===== src/rtl/hazard_unit.sv =====
// Hazard controller for the five-stage pipeline: operand forwarding selects,
// load-use / PC-write stalls, wrong-path flushes and long-op Execute sequencing.
module hazard_unit #(
  parameter int LongCycles = 4
) (
  input  logic       clk,
  input  logic       reset,
  input  logic [3:0] MatchAE,
  input  logic [3:0] MatchBE,
  input  logic [3:0] MatchCE,
  input  logic [3:0] MatchDE,
  input  logic       RegWriteM,
  input  logic       RegWrite2M,
  input  logic       RegWriteW,
  input  logic       RegWrite2W,
  input  logic       Match_12D_E,
  input  logic       MemtoRegE,
  input  logic       PCSrcD,
  input  logic       PCSrcE,
  input  logic       PCSrcM,
  input  logic       PCSrcW,
  input  logic       BranchTakenE,
  input  logic       LongStartE,
  output logic [2:0] ForwardAE,
  output logic [2:0] ForwardBE,
  output logic [2:0] ForwardCE,
  output logic [2:0] ForwardDE,
  output logic       StallF,
  output logic       StallD,
  output logic       StallE,
  output logic       FlushD,
  output logic       FlushE,
  output logic       FlushM,
  output logic       LongBusy
);

  typedef enum logic [1:0] {
    S_IDLE = 2'd0,
    S_BUSY = 2'd1,
    S_DONE = 2'd2
  } state_t;

  // The start cycle and the DONE cycle account for two of the LongCycles.
  localparam logic [3:0] CNT_INIT = (LongCycles >= 3) ? 4'(LongCycles - 3) : 4'd0;

  state_t     r_state;
  state_t     w_state_nxt;
  logic [3:0] r_cnt;
  logic [3:0] w_cnt_nxt;
  logic       w_long_stall;
  logic       w_ld_stall;
  logic       w_pc_pend;
  logic [3:0] w_we;

  // Nearest producer wins: Memory before Writeback, port 3 before port 0.
  function automatic logic [2:0] fwd_sel(input logic [3:0] match, input logic [3:0] we);
    logic [2:0] sel;
    if (match[0] && we[0])      sel = 3'd2;
    else if (match[1] && we[1]) sel = 3'd3;
    else if (match[2] && we[2]) sel = 3'd1;
    else if (match[3] && we[3]) sel = 3'd4;
    else                        sel = 3'd0;
    return sel;
  endfunction

  assign w_we = {RegWrite2W, RegWriteW, RegWrite2M, RegWriteM};

  always_ff @(posedge clk or negedge reset) begin
    if (!reset) begin
      r_state <= S_IDLE;
      r_cnt   <= 4'd0;
    end else begin
      r_state <= w_state_nxt;
      r_cnt   <= w_cnt_nxt;
    end
  end

  always_comb begin
    w_state_nxt  = r_state;
    w_cnt_nxt    = r_cnt;
    w_long_stall = 1'b0;
    case (r_state)
      S_IDLE: begin
        if (LongStartE) begin
          w_long_stall = 1'b1;
          if (LongCycles == 2) begin
            w_state_nxt = S_DONE;
          end else begin
            w_state_nxt = S_BUSY;
            w_cnt_nxt   = CNT_INIT;
          end
        end
      end
      S_BUSY: begin
        w_long_stall = 1'b1;
        if (r_cnt == 4'd0) w_state_nxt = S_DONE;
        else               w_cnt_nxt   = r_cnt - 4'd1;
      end
      // LongStartE here still belongs to the op that is leaving Execute.
      S_DONE: begin
        w_state_nxt = S_IDLE;
      end
      default: begin
        w_state_nxt = S_IDLE;
      end
    endcase
  end

  assign w_ld_stall = Match_12D_E & MemtoRegE;
  assign w_pc_pend  = PCSrcD | PCSrcE | PCSrcM;

  // Every control output is forced quiet while reset is held low.
  assign ForwardAE = reset ? fwd_sel(MatchAE, w_we) : 3'd0;
  assign ForwardBE = reset ? fwd_sel(MatchBE, w_we) : 3'd0;
  assign ForwardCE = reset ? fwd_sel(MatchCE, w_we) : 3'd0;
  assign ForwardDE = reset ? fwd_sel(MatchDE, w_we) : 3'd0;

  assign StallF   = reset & (w_ld_stall | w_pc_pend | w_long_stall);
  assign StallD   = reset & (w_ld_stall | w_long_stall);
  assign StallE   = reset & w_long_stall;
  assign FlushD   = reset & (w_pc_pend | PCSrcW | BranchTakenE);
  assign FlushE   = reset & (w_ld_stall | BranchTakenE) & ~w_long_stall;
  assign FlushM   = reset & w_long_stall;
  assign LongBusy = (r_state != S_IDLE);

endmodule


===== config.mk =====
export PLATFORM = sky130hd
export DESIGN_NAME = hazard_unit
export DESIGN_NICKNAME = d
export VERILOG_FILES = /design/src/rtl/hazard_unit.sv
export SDC_FILE = /design/constraint.sdc
export NUM_CORES = 1
export LEC_CHECK = 0
export ABC_AREA = 1
export BUFFER_PORTS_ARGS = -buffer_cell sky130_fd_sc_hd__buf_2
export CAP_MARGIN = 20
export CORE_MARGIN = 2
export CORE_UTILIZATION = 30
export CTS_CLUSTER_SIZE = 14
export DETAILED_ROUTE_END_ITERATION = 8
export PLACE_DENSITY_LB_ADDON = 0.15
export SYNTH_ARGS = -nofsm -noshare
export SYNTH_HDL_FRONTEND = slang
export SYNTH_SLANG_ARGS = --single-unit

===== constraint.sdc =====
create_clock -name clk -period 1.1 [get_ports clk]
set_clock_uncertainty 0.05 [all_clocks]
set_input_delay 0.22 -clock clk [delete_from_list [all_inputs] [get_ports clk]]
set_output_delay 0.22 -clock clk [all_outputs]
set_load 0.01 [all_outputs]

==> results.toml, run 1 <==
[yosys]
ys_types = 20
synth.area.mux_share_pct = 0
synth-seq-cells = 6
synth-compound-area-share_pct = 13.4
yosysTopAreaCell = "dfrtp_1"
synthesis.nets = 126
synth_most_common_cell = "nand2_1"
yosys.area_share.adder_pct = 4.46
synth_top_family_by_area = "simple AND/OR/NAND/NOR gates"
netlist_area_sq_um = 561
synth-edff-count = 0
synth_cells = 94
synthTopCellsByArea = "dfrtp_1, nand2_1, nor2_1"
synth-xor-area-share_pct = 1.56
synthFlopType = "dfrtp_1"
yosysTopAreaCellShare_pct = 26.8
seq_area_frac_synth_pct = 26.8
yosys_warnings = 0
async_flop_share_pct = 100
postSynthAreaPerCell_sq_um = 5.96
synth-simple-area-share_pct = 44.2
synthTopCellsByCount = "nand2_1, nor2_1, inv_1"

[place]
dpl_cell_area_sq_um = 1000
gp_congestion = 0.759
dp_hpwl_um = 1490
portBuffers = 48

[grt]
grt_max_degree = 8
grt_pass1_vias = 774
overflow = 0
grt_usage_pct = 19.4
antenna_found_initial = 0
grt_pass1_wl_um = 3020

[cells_and_area]
nets = 205
fin_area_sq_um = 1260
fin_util_pct = 72.1
num_antenna_cells = 0
seq_area_sq_um = 151
fillers = 146
drive_gt1_share_pct = 64.3
multi_input_area_sq_um = 500
synthToLayoutAreaGrowth_pct = 125

[detailed_routing]
via_per_inst = 4.57
via_count = 895
wirelength_um = 2210
firstDrtPassIters = 4
ant_nets = 0
wl_per_cell_um = 11.3
drcViolationCount = 0
drt_iter0_markers = 14

[sta]
report.final.slew_viol_count = 0
hold_viol_final = 0
min_period_ns = 1.51
rsz0062_at_grt = "yes"
max_slew_margin_pct = 84.0
layout_setup_ws_ns = -0.406
tightest_slew_ns = 0.239
finalCritPeriodShare_pct = 137
max_freq_mhz = 664
finalSetupViolations = 12

[setup_path]
crit_fanout = 3
endpoint_kind = "output pin"
cp.required_ns = 0.83
crit_arrival_ns = 1.24
cp-start-kind = "register"
path_class = "register to output pin"

[run_status]
violations = "negative setup slack"
status = "complete, but fails checks"

[flow_run]
max_cap_viol_count = 0

[clocking]
clkTransAtPathRegs_ns = 0.05
htree_num_levels = 1
cts-root-buf = "clkbuf_4"
cts_tree = "yes"
cts_num_sinks = 6
cts_buffers = 3
insertion_delay_ns = 0.25
cts.path.max_buffers = 2

[power_and_ir_drop]
irDropWorstVdd_v = 0.00142
power_density_nw_per_um2 = 1660
power_leakage_nw = 0.710

[floorplanning]
boundaryPins = 49
die_x_um = 47.2
initial_core_util_pct = 32.1
die_h_um = 47.2
die-area_sq_um = 2230
core_sq_um = 1750
row_count = 15

[hold_path]
hold_class = "primary input to register"
## power by group
part,switching (W),leakage (nW),internal (W)
Combinational,0.000759,0.621,0.000737
Sequential,0.0000592,0.0752,0.000311
Clock,0.0000944,0.0138,0.000124
## metal layers
layer  track usage, %  wire, um
met4             8.33        48
met3             1.92       169
met5                0         0
met1             19.3       832
met2             39.2      1160
## final timing paths
| kind | from | to | slack (ns) | depth (start not counted) |
|---|---|---|---|---|
| setup / recovery | r_state[1] | FlushE | -0.41 | 6 |
| hold / removal | LongStartE | r_state[0] | 0.33 | 4 |
| setup reg to reg | r_state[1] | r_cnt[0] | -0.23 | 8 |
| hold reg to reg | r_cnt[3] | r_cnt[3] | 0.56 | 3 |
| max in group asynchronous | reset | r_state[0] | 0.35 | 3 |
| min in group asynchronous | reset | r_cnt[3] | 0.34 | 3 |
## state kept, by name, summed over array words and instances, names as in the netlist
| register | cells |
|---|---|
| r_cnt | 4 |
| r_state | 2 |
## placed cells by master (no fill, tap or decap), types with 4 or more instances in the layout
master / synthesis / routed
a21oi_1: 7 / 4
nand2_2: 1 / 6
nor2_1: 16 / 11
dfrtp_1: 6 / 5
nand2_1: 35 / 24
buf_2: 0 / 41
buf_4: 1 / 24
nor2_4: 0 / 4
a21oi_2: 1 / 4
nand2_4: 1 / 7
buf_6: 0 / 5
inv_1: 9 / 7
## per-stage QoR
stage               total power [W]  hold slack (ns)  TNS, ns  instances  setup WS [ns]
finish                      0.00209            0.333    -3.01        196         -0.406
global route                0.00226            0.347    -3.81        196         -0.471
CTS                         0.00203            0.324    -2.59        195         -0.393
detailed placement          0.00164            0.148    -1.63        186         -0.151
global placement            0.00163            0.142    -1.35        186         -0.117
floorplan                   0.00114           -0.126   -0.503         94         -0.134
## cell type report
cell class,instances,share of cell area [%]
timing repair buffer,75,40.3
multi-input combinational,76,39.8
inverter,11,3.68
sequential,6,12.0
tap,25,2.49
clock buffer,3,1.79
## worst max-delay path, cell delays in order (launching register included)
cell     delay (ns)
dfrtp_1        0.35
inv_2          0.05
nand2_2        0.08
nor2_4         0.06
buf_4          0.12
nor3_1         0.16
buf_2          0.16
## what timing repair did
action	CTS	global route
hold endpoints to repair	6	0
pin swaps	7	9
gates resized for setup	20	24
cloned	0	0
hold buffers	2	0
endpoints found under the setup margin	22	24
setup buffers	5	1
## logic make-up after synthesis
logic type / after synthesis
DFF: 6
and+or+nand+nor: 60
buffers and inverters: 12
AOI/OAI and AO/OA: 13
xor gates and xnor gates: 1
adders and majority gates: 2
(Power assumes the default switching activity.)
==> run 2, diff against run 1 <==
ABC_AREA = default   (was 1)
==> results.toml, run 2 <==
[run_status]
status = "complete, but fails checks"
violations = "negative setup slack"

[yosys]
synth-seq-cells = 6
synth_most_common_cell = "nand2_1"
synthTopCellsByCount = "nand2_1, a21oi_1, nor2_1"
seq_area_frac_synth_pct = 26.8
yosys_warnings = 0
netlist_area_sq_um = 559
async_flop_share_pct = 100
ys_types = 24
synthTopCellsByArea = "dfrtp_1, nand2_1, a21oi_1"
yosysTopAreaCellShare_pct = 26.8
synthFlopType = "dfrtp_1"
synth_cells = 76
synth-edff-count = 0
yosysTopAreaCell = "dfrtp_1"
synthesis.nets = 108
postSynthAreaPerCell_sq_um = 7.36

[grt]
grt_pass1_wl_um = 2850
grt_max_degree = 11
overflow = 0
antenna_found_initial = 0
grt_usage_pct = 17.6
grt_pass1_vias = 712

[sta]
tightest_slew_ns = 0.253
max_freq_mhz = 690
rsz0062_at_grt = "yes"
max_slew_margin_pct = 83.1
whs_ns = 0.448
finalSetupTns_ns = -3.36
finalCritPeriodShare_pct = 132
layout_setup_ws_ns = -0.350
hold_viol_final = 0
finalSetupViolations = 12
report.final.slew_viol_count = 0
min_period_ns = 1.45

[setup_path]
crit_fanout = 5
path_class = "register to output pin"
critPathTopFamily = "flip-flops"
crit_arrival_ns = 1.18
path_buf_inv = 2
crit_path_top_delay_cell = "dfrtp_1"
endpoint_kind = "output pin"
cp.required_ns = 0.83
cp-start-kind = "register"
cpPeakStageDelay_ns = 0.37
worstPathCellList = "buf_4 -> or2_2 -> buf_6"

[clocking]
htree_num_levels = 1
cts_num_sinks = 6
clkTransAtPathRegs_ns = 0.05
cts.path.max_buffers = 2
cts-root-buf = "clkbuf_4"
insertion_delay_ns = 0.24
cts_tree = "yes"
cts_buffers = 3

[cells_and_area]
fin_util_pct = 67.7
final_cell_mix = "buf_2, nand2_1, buf_4"
seq_area_sq_um = 151
multi_input_area_sq_um = 495
drive_gt1_share_pct = 66.0
top_regs = "r_cnt (4), r_state (2)"
final_common_cell = "buf_2"
largest_reg_flops = 4
nets = 178
synthToLayoutAreaGrowth_pct = 111
fillers = 142
num_antenna_cells = 0
regMostFlops = "r_cnt"

[floorplanning]
die-area_sq_um = 2230
boundaryPins = 49
row_count = 15
initial_core_util_pct = 32.0
die_h_um = 47.2
die_x_um = 47.2
core_sq_um = 1750

[place]
gp_congestion = 0.850
dp_hpwl_um = 1440
dpl_worst_slack_ns = -0.251
portBuffers = 48

[detailed_routing]
via_per_inst = 4.75
wl_per_cell_um = 11.3
ant_nets = 0
drcViolationCount = 0
drt_iter0_markers = 12
via_count = 803
wirelength_um = 1900
firstDrtPassIters = 4

[hold_path]
hold_class = "primary input to asynchronous set/reset pin"

[flow_run]
max_cap_viol_count = 0

[power_and_ir_drop]
power_leakage_nw = 0.613
power_density_nw_per_um2 = 2080
irDropWorstVdd_v = 0.00144
==> run 2: layout make-up <==
class / count / area share, %
clock buffers: 3 / 1.91
inverters: 3 / 1.38
multi-input cells: 64 / 41.9
flip-flops and latches: 6 / 12.8
well taps: 25 / 2.65
repair buffers: 68 / 39.3
==> run 2: path summary, 6_finish.rpt <==
kind                            start         end  slack, ns  cells after the start
max reg2reg                  r_cnt[0]    r_cnt[2]      -0.28                      5
min reg2reg                r_state[1]  r_state[1]       0.51                      2
min in group clk           r_state[1]  r_state[1]       0.51                      2
min                             reset    r_cnt[0]       0.45                      3
max in group asynchronous       reset  r_state[0]       0.33                      4
max                        r_state[1]    LongBusy      -0.35                      3
==> run 2: logic make-up after synthesis <==
logic type | share of synthesized area, %
multiplexers | 2.01
adder cells (fa/ha/maj) | 4.47
AND/OR/NAND/NOR | 42.7
buffers and inverters | 5.59
flip-flops | 26.8
AO/OA/AOI/OAI | 18.3
==> run 2: power breakdown <==
group | leakage (nW) | total [W] | switching (W) | internal [W]
Clock | 0.0138 | 0.000198 | 0.0000745 | 0.000123
Sequential | 0.0730 | 0.000441 | 0.000113 | 0.000328
Combinational | 0.526 | 0.00182 | 0.000754 | 0.00107
==> run 2: repair_timing <==
action / in CTS / in global routing
hold endpoints to repair: 2 / 0
resized for setup: 16 / 9
hold buffers: 2 / 0
pin swaps: 8 / 4
gates cloned: 0 / 1
buffers inserted: 4 / 2
endpoints found under the setup margin: 13 / 18
==> run 2: per-layer routing <==
metal	up-vias	track usage [%]	wire [um]	share of wire, %
li1	405	-	-	-
met1	375	19.4	805	42
met2	21	35.9	1000	53
met3	2	2.69	86	4.5
met4	0	1.67	8	0.42
met5	-	0	0	0
==> run 2: through the flow <==
step | std cells | total power (W) | area [sq um]
2_1_floorplan | 76 | 0.00127 | 637
3_3_place_gp | 157 | 0.00179 | 988
3_5_place_dp | 157 | 0.00182 | 988
6_report | 169 | 0.00246 | 1180
5_1_grt | 169 | 0.00266 | 1180
4_1_cts | 166 | 0.00235 | 1130
==> run 2: worst register-to-register path: cells and delay by family (launching register included) <==
kind,cells,cell delay (ns)
and+or+nand+nor,3,0.57
adders and majority gates,1,0.18
DFF,1,0.40
buffers and inverters,1,0.12
==> run 3, diff against run 2 <==
TNS_END_PERCENT = 30   (was default)
==> results.toml, run 3 (same netlist as run 2, synthesis figures left out) <==
[run_status]
status = "complete, but fails checks"
violations = "negative setup slack"

[clocking]
cts_num_sinks = 6
cts_buffers = 3
clkTransAtPathRegs_ns = 0.05
htree_num_levels = 1
cts-root-buf = "clkbuf_4"
cts.path.max_buffers = 2
cts_tree = "yes"
insertion_delay_ns = 0.25

[power_and_ir_drop]
power_leakage_nw = 0.593
p_int_w = 0.00133
p_total_w = 0.00217
irDropWorstVdd_v = 0.00125
combinationalPowerShare_pct = 70.8
p_sw_share_pct = 38.8
p_seq_share_pct = 19.4
p_clk_share_pct = 9.8
p_sw_w = 0.000843
power_density_nw_per_um2 = 1990

[setup_path]
ff2ff_setup_slack_ns = -0.27
crit_fanout = 5
worstReg2RegEnd = "r_cnt[2]"
endpoint_kind = "output pin"
reg2regPathDepth = 6
crit_arrival_ns = 1.24
path_class = "register to output pin"
r2r_start = "r_state[0]"
cp-start-kind = "register"
cp.required_ns = 0.83

[detailed_routing]
drcViolationCount = 0
ant_nets = 0
drt_iter0_markers = 6
via_count = 789
wirelength_um = 2010
via_per_inst = 4.67
wl_per_cell_um = 11.9
firstDrtPassIters = 4

[sta]
max_slew_margin_pct = 82.7
max_freq_mhz = 663
finalSetupViolations = 12
min_period_ns = 1.51
layout_setup_ws_ns = -0.409
hold_viol_final = 0
report.final.slew_viol_count = 0
tightest_slew_ns = 0.259
whs_ns = 0.423
finalCritPeriodShare_pct = 137
rsz0062_at_grt = "yes"

[place]
gp_congestion = 0.791
dp_hpwl_um = 1530
dpl_worst_slack_ns = -0.281
portBuffers = 48

[grt]
antenna_found_initial = 0
grt_max_degree = 11
grt_pass1_vias = 652
grt_pass1_wl_um = 2660
overflow = 0
grt_usage_pct = 17.5

[cells_and_area]
final_cell_mix = "buf_2, nand2_1, buf_4"
nets = 178
num_antenna_cells = 0
synthToLayoutAreaGrowth_pct = 94.9
regMostFlops = "r_cnt"
final_common_cell = "buf_2"
fillers = 171
top_regs = "r_cnt (4), r_state (2)"
largest_reg_flops = 4
drive_gt1_share_pct = 61.1

[floorplanning]
core_sq_um = 1750
initial_core_util_pct = 32.0
die_h_um = 47.2
boundaryPins = 49
die_x_um = 47.2
row_count = 15
die-area_sq_um = 2230

[flow_run]
max_cap_viol_count = 0

[hold_path]
hold_class = "primary input to asynchronous set/reset pin"
==> run 3: cell count changes in the layout (fill, tap and decap cells not counted), moves of 2 or more <==
cell / delta
buf_12: -2
buf_2: +3
buf_6: -4
buf_4: +2
==> run 3: per-stage QoR <==
step / cells / area, sq um / TNS (ns) / utilization (%)
6_report: 169 / 1090 / -3.32 / 62.4
4_1_cts: 166 / 1040 / -3.30 / 59.5
3_3_place_gp: 156 / 928 / -1.31 / 53.2
2_1_floorplan: 76 / 606 / -0.921 / -
5_1_grt: 169 / 1090 / -4.08 / 62.4
3_5_place_dp: 156 / 928 / -1.48 / 53.2
==> run 3: area by class of cell <==
cell class,count,area [sq um],area share (%)
inverters,3,11.3,1.03
flip-flops and latches,6,150,13.8
well taps,25,31.3,2.87
clock buffers,3,22.5,2.07
repair buffers,68,424,38.9
multi-input cells,64,450,41.3
==> run 3: what timing repair did <==
action                                  4_1_cts  5_1_grt
hold buffers                                  2        0
endpoints found under the setup margin       12       22
setup buffers                                 5        4
gates resized for setup                       8       13
endpoints found under the hold margin         2        0
pin swaps                                     3        4
==> run 3: worst max-delay path by stage <==
stage                from  slack (ns)  depth (start not counted)        to
3_5_place_dp     r_cnt[0]       -0.28                          5  r_cnt[2]
4_1_cts        r_state[0]       -0.41                          4    FlushE
6_report       r_state[0]       -0.41                          4    FlushE
5_1_grt        r_state[0]       -0.48                          4    FlushE
2_1_floorplan    r_cnt[0]       -0.23                          5  r_cnt[2]
3_3_place_gp     r_cnt[0]       -0.24                          5  r_cnt[2]
==> run 3: routing by layer <==
| metal | wire length, um | part of all wire (%) | vias to the layer above | global-route usage [%] |
|---|---|---|---|---|
| met5 | 0 | 0 | - | 0 |
| met2 | 1060 | 53 | 24 | 31.5 |
| li1 | - | - | 403 | - |
| met1 | 795 | 40 | 357 | 18.6 |
| met4 | 40 | 2.0 | 0 | 10.0 |
| met3 | 113 | 5.6 | 5 | 3.85 |
==> run 3: critical path: stages, from the launching register on <==
cell	delay, ns
dfrtp_1	0.38
buf_6	0.12
o21bai_4	0.15
nor3b_4	0.19
buf_2	0.15
==> run 3: power by group through the flow <==
stage          sequential [W]  combinational (W)  clock, W
6_report             0.000421            0.00154  0.000212
5_1_grt              0.000435            0.00168  0.000232
4_1_cts              0.000421            0.00139  0.000222
3_5_place_dp         0.000417            0.00116         0
3_3_place_gp         0.000411            0.00114         0
2_1_floorplan        0.000409           0.000805         0
